## src/rtl/cla_serial_adder.sv

```systemverilog
// rtl/cla_serial_adder.sv - multi-cycle wide adder sequencing one 4-bit CLA over nibble slices

module CarryLookAheadAdder (
    input  logic [3:0] a,
    input  logic [3:0] b,
    input  logic       cin,
    output logic [3:0] sum,
    output logic       cout
);
    logic [3:0] p;
    logic [3:0] g;
    logic [4:0] c;

    // Two-level lookahead: every carry is a flat sum of generate/propagate products
    always_comb begin
        p    = a ^ b;
        g    = a & b;
        c[0] = cin;
        c[1] = g[0] | (p[0] & cin);
        c[2] = g[1] | (p[1] & g[0]) | (p[1] & p[0] & cin);
        c[3] = g[2] | (p[2] & g[1]) | (p[2] & p[1] & g[0]) | (p[2] & p[1] & p[0] & cin);
        c[4] = g[3] | (p[3] & g[2]) | (p[3] & p[2] & g[1]) | (p[3] & p[2] & p[1] & g[0])
             | (p[3] & p[2] & p[1] & p[0] & cin);
        sum  = p ^ c[3:0];
        cout = c[4];
    end
endmodule

module cla_serial_adder #(
    parameter int NIBBLES = 4
) (
    input  logic                 clk,
    input  logic                 rst_n,
    input  logic                 in_valid,
    output logic                 in_ready,
    input  logic [4*NIBBLES-1:0] a,
    input  logic [4*NIBBLES-1:0] b,
    input  logic                 cin,
    output logic                 out_valid,
    input  logic                 out_ready,
    output logic [4*NIBBLES-1:0] sum,
    output logic                 cout
);
    localparam int W  = 4 * NIBBLES;
    localparam int IW = (NIBBLES > 1) ? $clog2(NIBBLES) : 1;

    typedef enum logic [1:0] {
        S_IDLE = 2'd0,
        S_RUN  = 2'd1,
        S_DONE = 2'd2
    } state_t;

    state_t          state;
    state_t          state_nx;
    logic [W-1:0]    a_q;
    logic [W-1:0]    b_q;
    logic [W-1:0]    sum_q;
    logic            carry_q;
    logic            cout_q;
    logic [IW-1:0]   idx;
    logic [3:0]      nib_a;
    logic [3:0]      nib_b;
    logic [3:0]      cla_sum;
    logic            cla_cout;
    logic            last;

    // Select the current nibble of the latched operands for the shared adder
    always_comb begin
        nib_a = '0;
        nib_b = '0;
        for (int i = 0; i < NIBBLES; i++) begin
            if (idx == IW'(i)) begin
                nib_a = a_q[4*i +: 4];
                nib_b = b_q[4*i +: 4];
            end
        end
        last = (idx == IW'(NIBBLES - 1));
    end

    CarryLookAheadAdder u_cla (
        .a    (nib_a),
        .b    (nib_b),
        .cin  (carry_q),
        .sum  (cla_sum),
        .cout (cla_cout)
    );

    // State register
    always_ff @(posedge clk or negedge rst_n) begin
        if (!rst_n) begin
            state <= S_IDLE;
        end else begin
            state <= state_nx;
        end
    end

    // Next-state logic: accept in IDLE, step slices in RUN, wait for consumer in DONE
    always_comb begin
        state_nx = state;
        case (state)
            S_IDLE:  if (in_valid) state_nx = S_RUN;
            S_RUN:   if (last) state_nx = S_DONE;
            S_DONE:  if (out_ready) state_nx = S_IDLE;
            default: state_nx = S_IDLE;
        endcase
    end

    // Handshake outputs decode from state alone, so they are mutually exclusive
    always_comb begin
        in_ready  = (state == S_IDLE);
        out_valid = (state == S_DONE);
    end

    // Datapath: latch operands on accept, fill one sum slice per RUN cycle
    always_ff @(posedge clk or negedge rst_n) begin
        if (!rst_n) begin
            a_q     <= '0;
            b_q     <= '0;
            carry_q <= 1'b0;
            idx     <= '0;
            sum_q   <= '0;
            cout_q  <= 1'b0;
        end else begin
            case (state)
                S_IDLE: begin
                    if (in_valid) begin
                        a_q     <= a;
                        b_q     <= b;
                        carry_q <= cin;
                        idx     <= '0;
                    end
                end
                S_RUN: begin
                    for (int i = 0; i < NIBBLES; i++) begin
                        if (idx == IW'(i)) begin
                            sum_q[4*i +: 4] <= cla_sum;
                        end
                    end
                    carry_q <= cla_cout;
                    if (last) begin
                        cout_q <= cla_cout;
                    end else begin
                        idx <= idx + IW'(1);
                    end
                end
                default: ;
            endcase
        end
    end

    assign sum  = sum_q;
    assign cout = cout_q;
endmodule

```

## config.mk

```make
export PLATFORM = sky130hd
export DESIGN_NAME = cla_serial_adder
export DESIGN_NICKNAME = d
export VERILOG_FILES = /design/src/rtl/cla_serial_adder.sv
export SDC_FILE = /design/constraint.sdc
export NUM_CORES = 1
export LEC_CHECK = 0
export CAP_MARGIN = 30
export CORE_ASPECT_RATIO = 0.8
export CORE_UTILIZATION = 35
export CTS_CLUSTER_SIZE = 14
export DETAILED_ROUTE_END_ITERATION = 8
export PLACE_DENSITY = 0.58
export SLEW_MARGIN = 20
export SYNTH_ARGS = -nofsm -noshare
export SYNTH_HDL_FRONTEND = slang
export SYNTH_SLANG_ARGS = --single-unit
```

## constraint.sdc

```tcl
create_clock -name clk -period 2.5 [get_ports clk]
set_clock_uncertainty 0.05 [all_clocks]
set_input_delay 0.5 -clock clk [delete_from_list [all_inputs] [get_ports clk]]
set_output_delay 0.5 -clock clk [all_outputs]
set_load 0.02 [all_outputs]
```

# Yosys cells after proc, flatten, opt, wreduce, memory -nomap -nowiden
# Index checks and enable logic that the tools add are counted.
[word_totals]
rom_bits = 0
ram_bits = 0
word_cells = 77
regBits = 54
n_memories = 0
latchBits = 0
[classes]
mux = 17
n_mul = 0
div_mod_pow = 0
n_eq_ne = 9
shift = 0
bitwise = 29
add_sub_neg = 1
reduce_logical = 11
n_lt_le_gt_ge = 0
[op_table]
columns = ["cell", "n"]
rows = [
  ["two-way mux 4 bit", 8],
  ["AND 1 bit", 16],
  ["AND reduction 2 bit", 6],
  ["two-way mux 2 bit", 5],
  ["OR 1 bit", 10],
  ["XOR 4 bit", 2],
  ["== test 2 bit (second input constant)", 3],
  ["!= test 2 bit (second input constant)", 3],
  ["case mux 2 bit (3 select lines)", 1],
  ["AND reduction 3 bit", 2],
  ["AND 4 bit", 1],
  ["== test 2 x 1 -> 1 bit (second input constant)", 2],
  ["logical NOT 2 bit", 2],
  ["case mux 2 bit (2 select lines)", 1],
  ["adder 2 x 1 -> 2 bit (second input constant)", 1],
  ["!= test 2 x 1 -> 1 bit (second input constant)", 1],
  ["case mux 1 bit (2 select lines)", 1],
  ["nonzero test 2 bit", 1],
  ["two-way mux 1 bit", 1],
]

# Depth between registers and ports, before layout
[logic_depth]
depth_word = 12
depth_mapped = 12
ltp_nobuf = 11

# By module
# From an unflattened synthesis, not the netlist that was laid out.
[hier_totals]
hier_cells = 190
area_unflattened_um2 = 2508.7
[by_module_without_submodules]
columns = ["module", "instances", "cells_per_inst", "area_each_um2"]
rows = [
  ["cla_serial_adder", 1, 173, 2361.0],
  ["CarryLookAheadAdder", 1, 17, 147.6],
]

# Worst setup path before layout
# Ideal clock, no wire load.
[synth_timing]
path_type = "reg2reg"
startpoint = "register idx[0]"
endpoint = "register sum_q[11], in the netlist sum[11]"
slack_ps = -199
setup_time_ps = 130
period_less_slack_ps = 2699
path_buffers = 2
required_ps = 2320
path_stages_with_launch = 12
t_arrival_ps = 2520
cell_sequence = "dfrtp_1 inv_1 ha_1 clkbuf_1 clkbuf_1 a21oi_1 o21ai_0 ha_1 a211o_1 a21oi_1 xor2_1 o21ai_0"
[synth_between]
elab_chain_cells = 11
elab_cells_between_ends = 24
classes_between = "eq/ne (3); mux (8); bitwise (11); reduce/logical (2)"
[synth_lines]
columns = ["element", "line", "text"]
rows = [
  ["start: declaration", "60", "logic [IW-1:0] idx;"],
  ["start signal: assignment", "143", "idx <= idx + IW'(1);"],
  ["logical NOT 2 bit", "72", "if (idx == IW'(i)) begin"],
  ["two-way mux 4 bit (4 in a row)", "72", ""],
  ["XOR 4 bit or AND 4 bit (tied branches)", "16, 17", ""],
  ["AND 1 bit", "21", "c[3] = g[2] | (p[2] & g[1]) | (p[2] & p[1] & g[0]) | (p[2] & p[1] & p[0] & cin);"],
  ["OR 1 bit or AND 1 bit (tied branches) (2 in a row)", "21", ""],
  ["OR 1 bit", "21", ""],
  ["XOR 4 bit", "24", "sum = p ^ c[3:0];"],
  ["end signal: indexed assignment", "136", "sum_q[4*i +: 4] <= cla_sum;"],
  ["end: declaration", "57", "logic [W-1:0] sum_q;"],
]
# Several ways; a longest one is shown, not always the timed one.
# A chain may end at the register's enable or synchronous reset.

# Worst setup path in the final report
[layout_timing]
startpoint = "register idx[1]"
endpoint = "register sum_q[15], in the netlist sum[15]"
# Same word-level chain as after synthesis.

==> reports/results.tsv <==
metric	value	unit
min_period_over_period	99.9	%
power-per-cell-area	1500	mW/mm²
htree_levels	2	
setup_repair_after_global_routing_missed_its_margin	true	
drc_violations_left	0	
netlist-cell-type-count	28	
post-route-cell-area	0.00351	mm²
grt_util_all_layers	15.1	%
critical_path_buf_inv_count	2	
clockRootBuffer	sky130_fd_sc_hd__clkbuf_8	
timing.final.hold_violations	0	
num-fill-cells	618	
worst_path_largest_cell_delay	0.39	ns
grt_pass1_vias	1830	
critical_path_required	2.64	ns
hp-class	primary input to async pin	
share_of_the_yosys_chip_area_belonging_to_registers	53.5	%
synth_nets	265	
dpl-instance-area	0.00329	mm²
critPathTopFamily	compound AO/OA/AOI/OAI gates	
report.final.setup_viol	0	
timing.rr.start	idx[1]	
initial_antenna_violation_count	0	
post_synthesis_to_final_layout_area_growth	38.8	%
routed_via_count_divided_by_cell_count	4.80	
clk_latency	0.31	ns
clock_pin_slew_of_the_registers_on_the_worst_case_setup_and_hold_paths	0.10	ns
layout.core_utilization	50.6	%
design.portCount	56	
timing.final.ws_setup	0.00335	ns
max-clock-path-buffers	2	
outcome	finished clean	
initial_core_util	36.5	%
worst_setup_path_start_kind	flip-flop	
global_route.overflow_total	0	
floorplan.die_area	0.00756	mm²
critPathMaxFanout	5	
tightestPinTransition	0.645	ns
die_width	97.0	µm
nets	339	
chipHeight	78.0	µm
io_buffers	55	
crit_path_start	idx[1]	
maximum_number_of_pins_on_one_net_before_global_route_repair	35	
cts_tree	done	
synth_warnings	0	
yosys.area.top_type_share	53.5	%
endpoint_kind_of_the_worst_setup_timing_path	flip-flop	
drive_gt1_share	27.9	%
timing.max_cap.violations	0	
worstPathCellList	inv_2, ha_4, buf_6, nand3b_1, a21oi_2, a21oi_2, o21ai_2, ha_1, a211o_1, a21oi_2, xor2_2, o21ai_0	
num_vias	1829	
first_pass_iters	4	
grt_first_pass_wirelength	8.94	mm
maxSlewHeadroom	57.0	%
standard_cell_row_count	27	
routed_wire_length_per_instance	13.7	µm
place_ws	-0.222	ns
worst_ir_drop_vdd	0.550	mV
finalWirelength	5.22	mm
fin_crit	2.50	ns
diodes	0	
synth.largest_area_cell	sky130_fd_sc_hd__dfrtp_1	
crit_path_top_delay_cell	sky130_fd_sc_hd__dfrtp_1	
postRouteAntennaNets	0	
criticalPathCategory	flip-flop to flip-flop	
synth_cells	219	
post_detailed_placement_half_perimeter_wirelength	3.90	mm
synth-seq-cells	54	
whs	0.158	ns
slew_viol_final	0	
detail_route.iter0.violations	44	
cellLeakagePower	1.47	nW
gpl.final_weighted_congestion	0.745	
mappedNetlistArea	0.00253	mm²
cpMostUsedCell	sky130_fd_sc_hd__a21oi_2	
cts_inserted_buffers	5	
design.core.area	0.00693	mm²
numClockSinks	54	
fmax	401	MHz
ys_top_cells_by_area	sky130_fd_sc_hd__dfrtp_1, sky130_fd_sc_hd__mux2_2, sky130_fd_sc_hd__nand2_1	
arrival	2.64	ns
syn-mean-instance-area	11.5	µm²
-- flip-flops by register name (all words and copies together) (netlist names) --
register  cells
a_q          16
b_q          16
sum          16
idx           2
state         2
carry_q       1
cout          1
-- cells by family (layout without fill, tap and decap cells) --
group                    count (synthesis)  after routing  synth area share [%]
AO/OA/AOI/OAI                           49             49                  10.5
XOR/XNOR                                 3              3                  1.04
adder cells (fa/ha/maj)                  9              9                  4.76
buffers and inverters                   16             91                  3.62
flip-flops                              54             54                  53.5
multiplexers                            38             38                  16.9
AND/OR/NAND/NOR                         50             50                  9.71
-- power breakdown --
group | leakage, nW | internal [mW] | switching [mW]
clock | 0.0514 | 0.299 | 0.285
combinational | 0.771 | 1.61 | 1.46
sequential | 0.650 | 1.32 | 0.283
total | 1.47 | 3.23 | 2.03
-- worst paths after layout --
kind,depth (start not counted),slack (ns),to
max in group asynchronous,2,1.68,b_q[4]
hold / removal,1,0.16,sum[11]
setup / recovery,12,0.003,sum[15]
hold reg to reg,2,0.45,sum[13]
min in group clk,2,0.45,sum[13]
setup reg to reg,12,0.003,sum[15]
-- cells in the final DEF, fill, tap and decap left out, types with 3 or more instances in the layout --
cell type	n
sky130_fd_sc_hd__ha_1	4
sky130_fd_sc_hd__a21oi_1	16
sky130_fd_sc_hd__o21ai_2	4
sky130_fd_sc_hd__inv_1	3
sky130_fd_sc_hd__clkbuf_8	5
sky130_fd_sc_hd__nand2_1	32
sky130_fd_sc_hd__buf_12	3
sky130_fd_sc_hd__a21oi_2	3
sky130_fd_sc_hd__dfrtp_1	54
sky130_fd_sc_hd__o21ai_1	7
sky130_fd_sc_hd__nor2_1	4
sky130_fd_sc_hd__mux2_2	35
sky130_fd_sc_hd__buf_4	19
sky130_fd_sc_hd__clkdlybuf4s50_1	54
sky130_fd_sc_hd__nand3b_1	8
sky130_fd_sc_hd__o21ai_0	12
sky130_fd_sc_hd__ha_4	3
-- synth_stat cells --
library cell	count
sky130_fd_sc_hd__a211o_1	1
sky130_fd_sc_hd__a211oi_1	1
sky130_fd_sc_hd__a21oi_1	19
sky130_fd_sc_hd__a22o_1	2
sky130_fd_sc_hd__a31oi_1	1
sky130_fd_sc_hd__buf_2	1
sky130_fd_sc_hd__buf_4	2
sky130_fd_sc_hd__buf_6	3
sky130_fd_sc_hd__clkbuf_1	5
sky130_fd_sc_hd__dfrtp_1	54
sky130_fd_sc_hd__fa_1	1
sky130_fd_sc_hd__ha_1	8
sky130_fd_sc_hd__inv_1	5
sky130_fd_sc_hd__mux2_1	2
sky130_fd_sc_hd__mux2_2	35
sky130_fd_sc_hd__mux2i_1	1
sky130_fd_sc_hd__nand2_1	32
sky130_fd_sc_hd__nand2_2	1
sky130_fd_sc_hd__nand2b_1	2
sky130_fd_sc_hd__nand3b_1	8
sky130_fd_sc_hd__nor2_1	4
sky130_fd_sc_hd__nor2b_1	2
sky130_fd_sc_hd__nor3b_4	1
sky130_fd_sc_hd__o21a_1	1
sky130_fd_sc_hd__o21ai_0	23
sky130_fd_sc_hd__o21bai_1	1
sky130_fd_sc_hd__xnor2_1	1
sky130_fd_sc_hd__xor2_1	2
-- through the flow --
step,power (mW),cells,setup TNS (ns)
after floorplan,3.27,219,0
after global placement,4.29,369,-1.10
after detailed placement,4.34,369,-1.57
after CTS,5.16,380,-0.0259
after global routing,5.70,381,-0.875
final,5.26,381,0
-- layer usage --
layer / vias to the layer above / part of all wire [%] / GRT usage [%]
li1: 909 / - / -
met2: 42 / 44 / 22.7
met5: - / 0 / 0
met3: 2 / 5.3 / 4.68
met1: 876 / 50 / 21.1
met4: 0 / 0.48 / 3.58
-- cell type report --
| type | count | area [µm²] | area share (%) |
|---|---|---|---|
| sequential | 54 | 1350 | 38.5 |
| multi-input combinational | 149 | 1160 | 33.0 |
| timing repair buffer | 78 | 759 | 21.7 |
| tap | 87 | 109 | 3.10 |
| clock buffer | 6 | 72.6 | 2.07 |
| clock inverter | 2 | 37.5 | 1.07 |
| inverter | 5 | 18.8 | 0.535 |
-- timing repair --
item / in CTS / in global routing
endpoints found under the setup margin: 10 / 18
gates resized for setup: 11 / 16
hold buffers: 0 / 0
pin swaps: 5 / 6
setup buffers: 3 / 1
No activity file was read; power rests on OpenSTA's default activity.
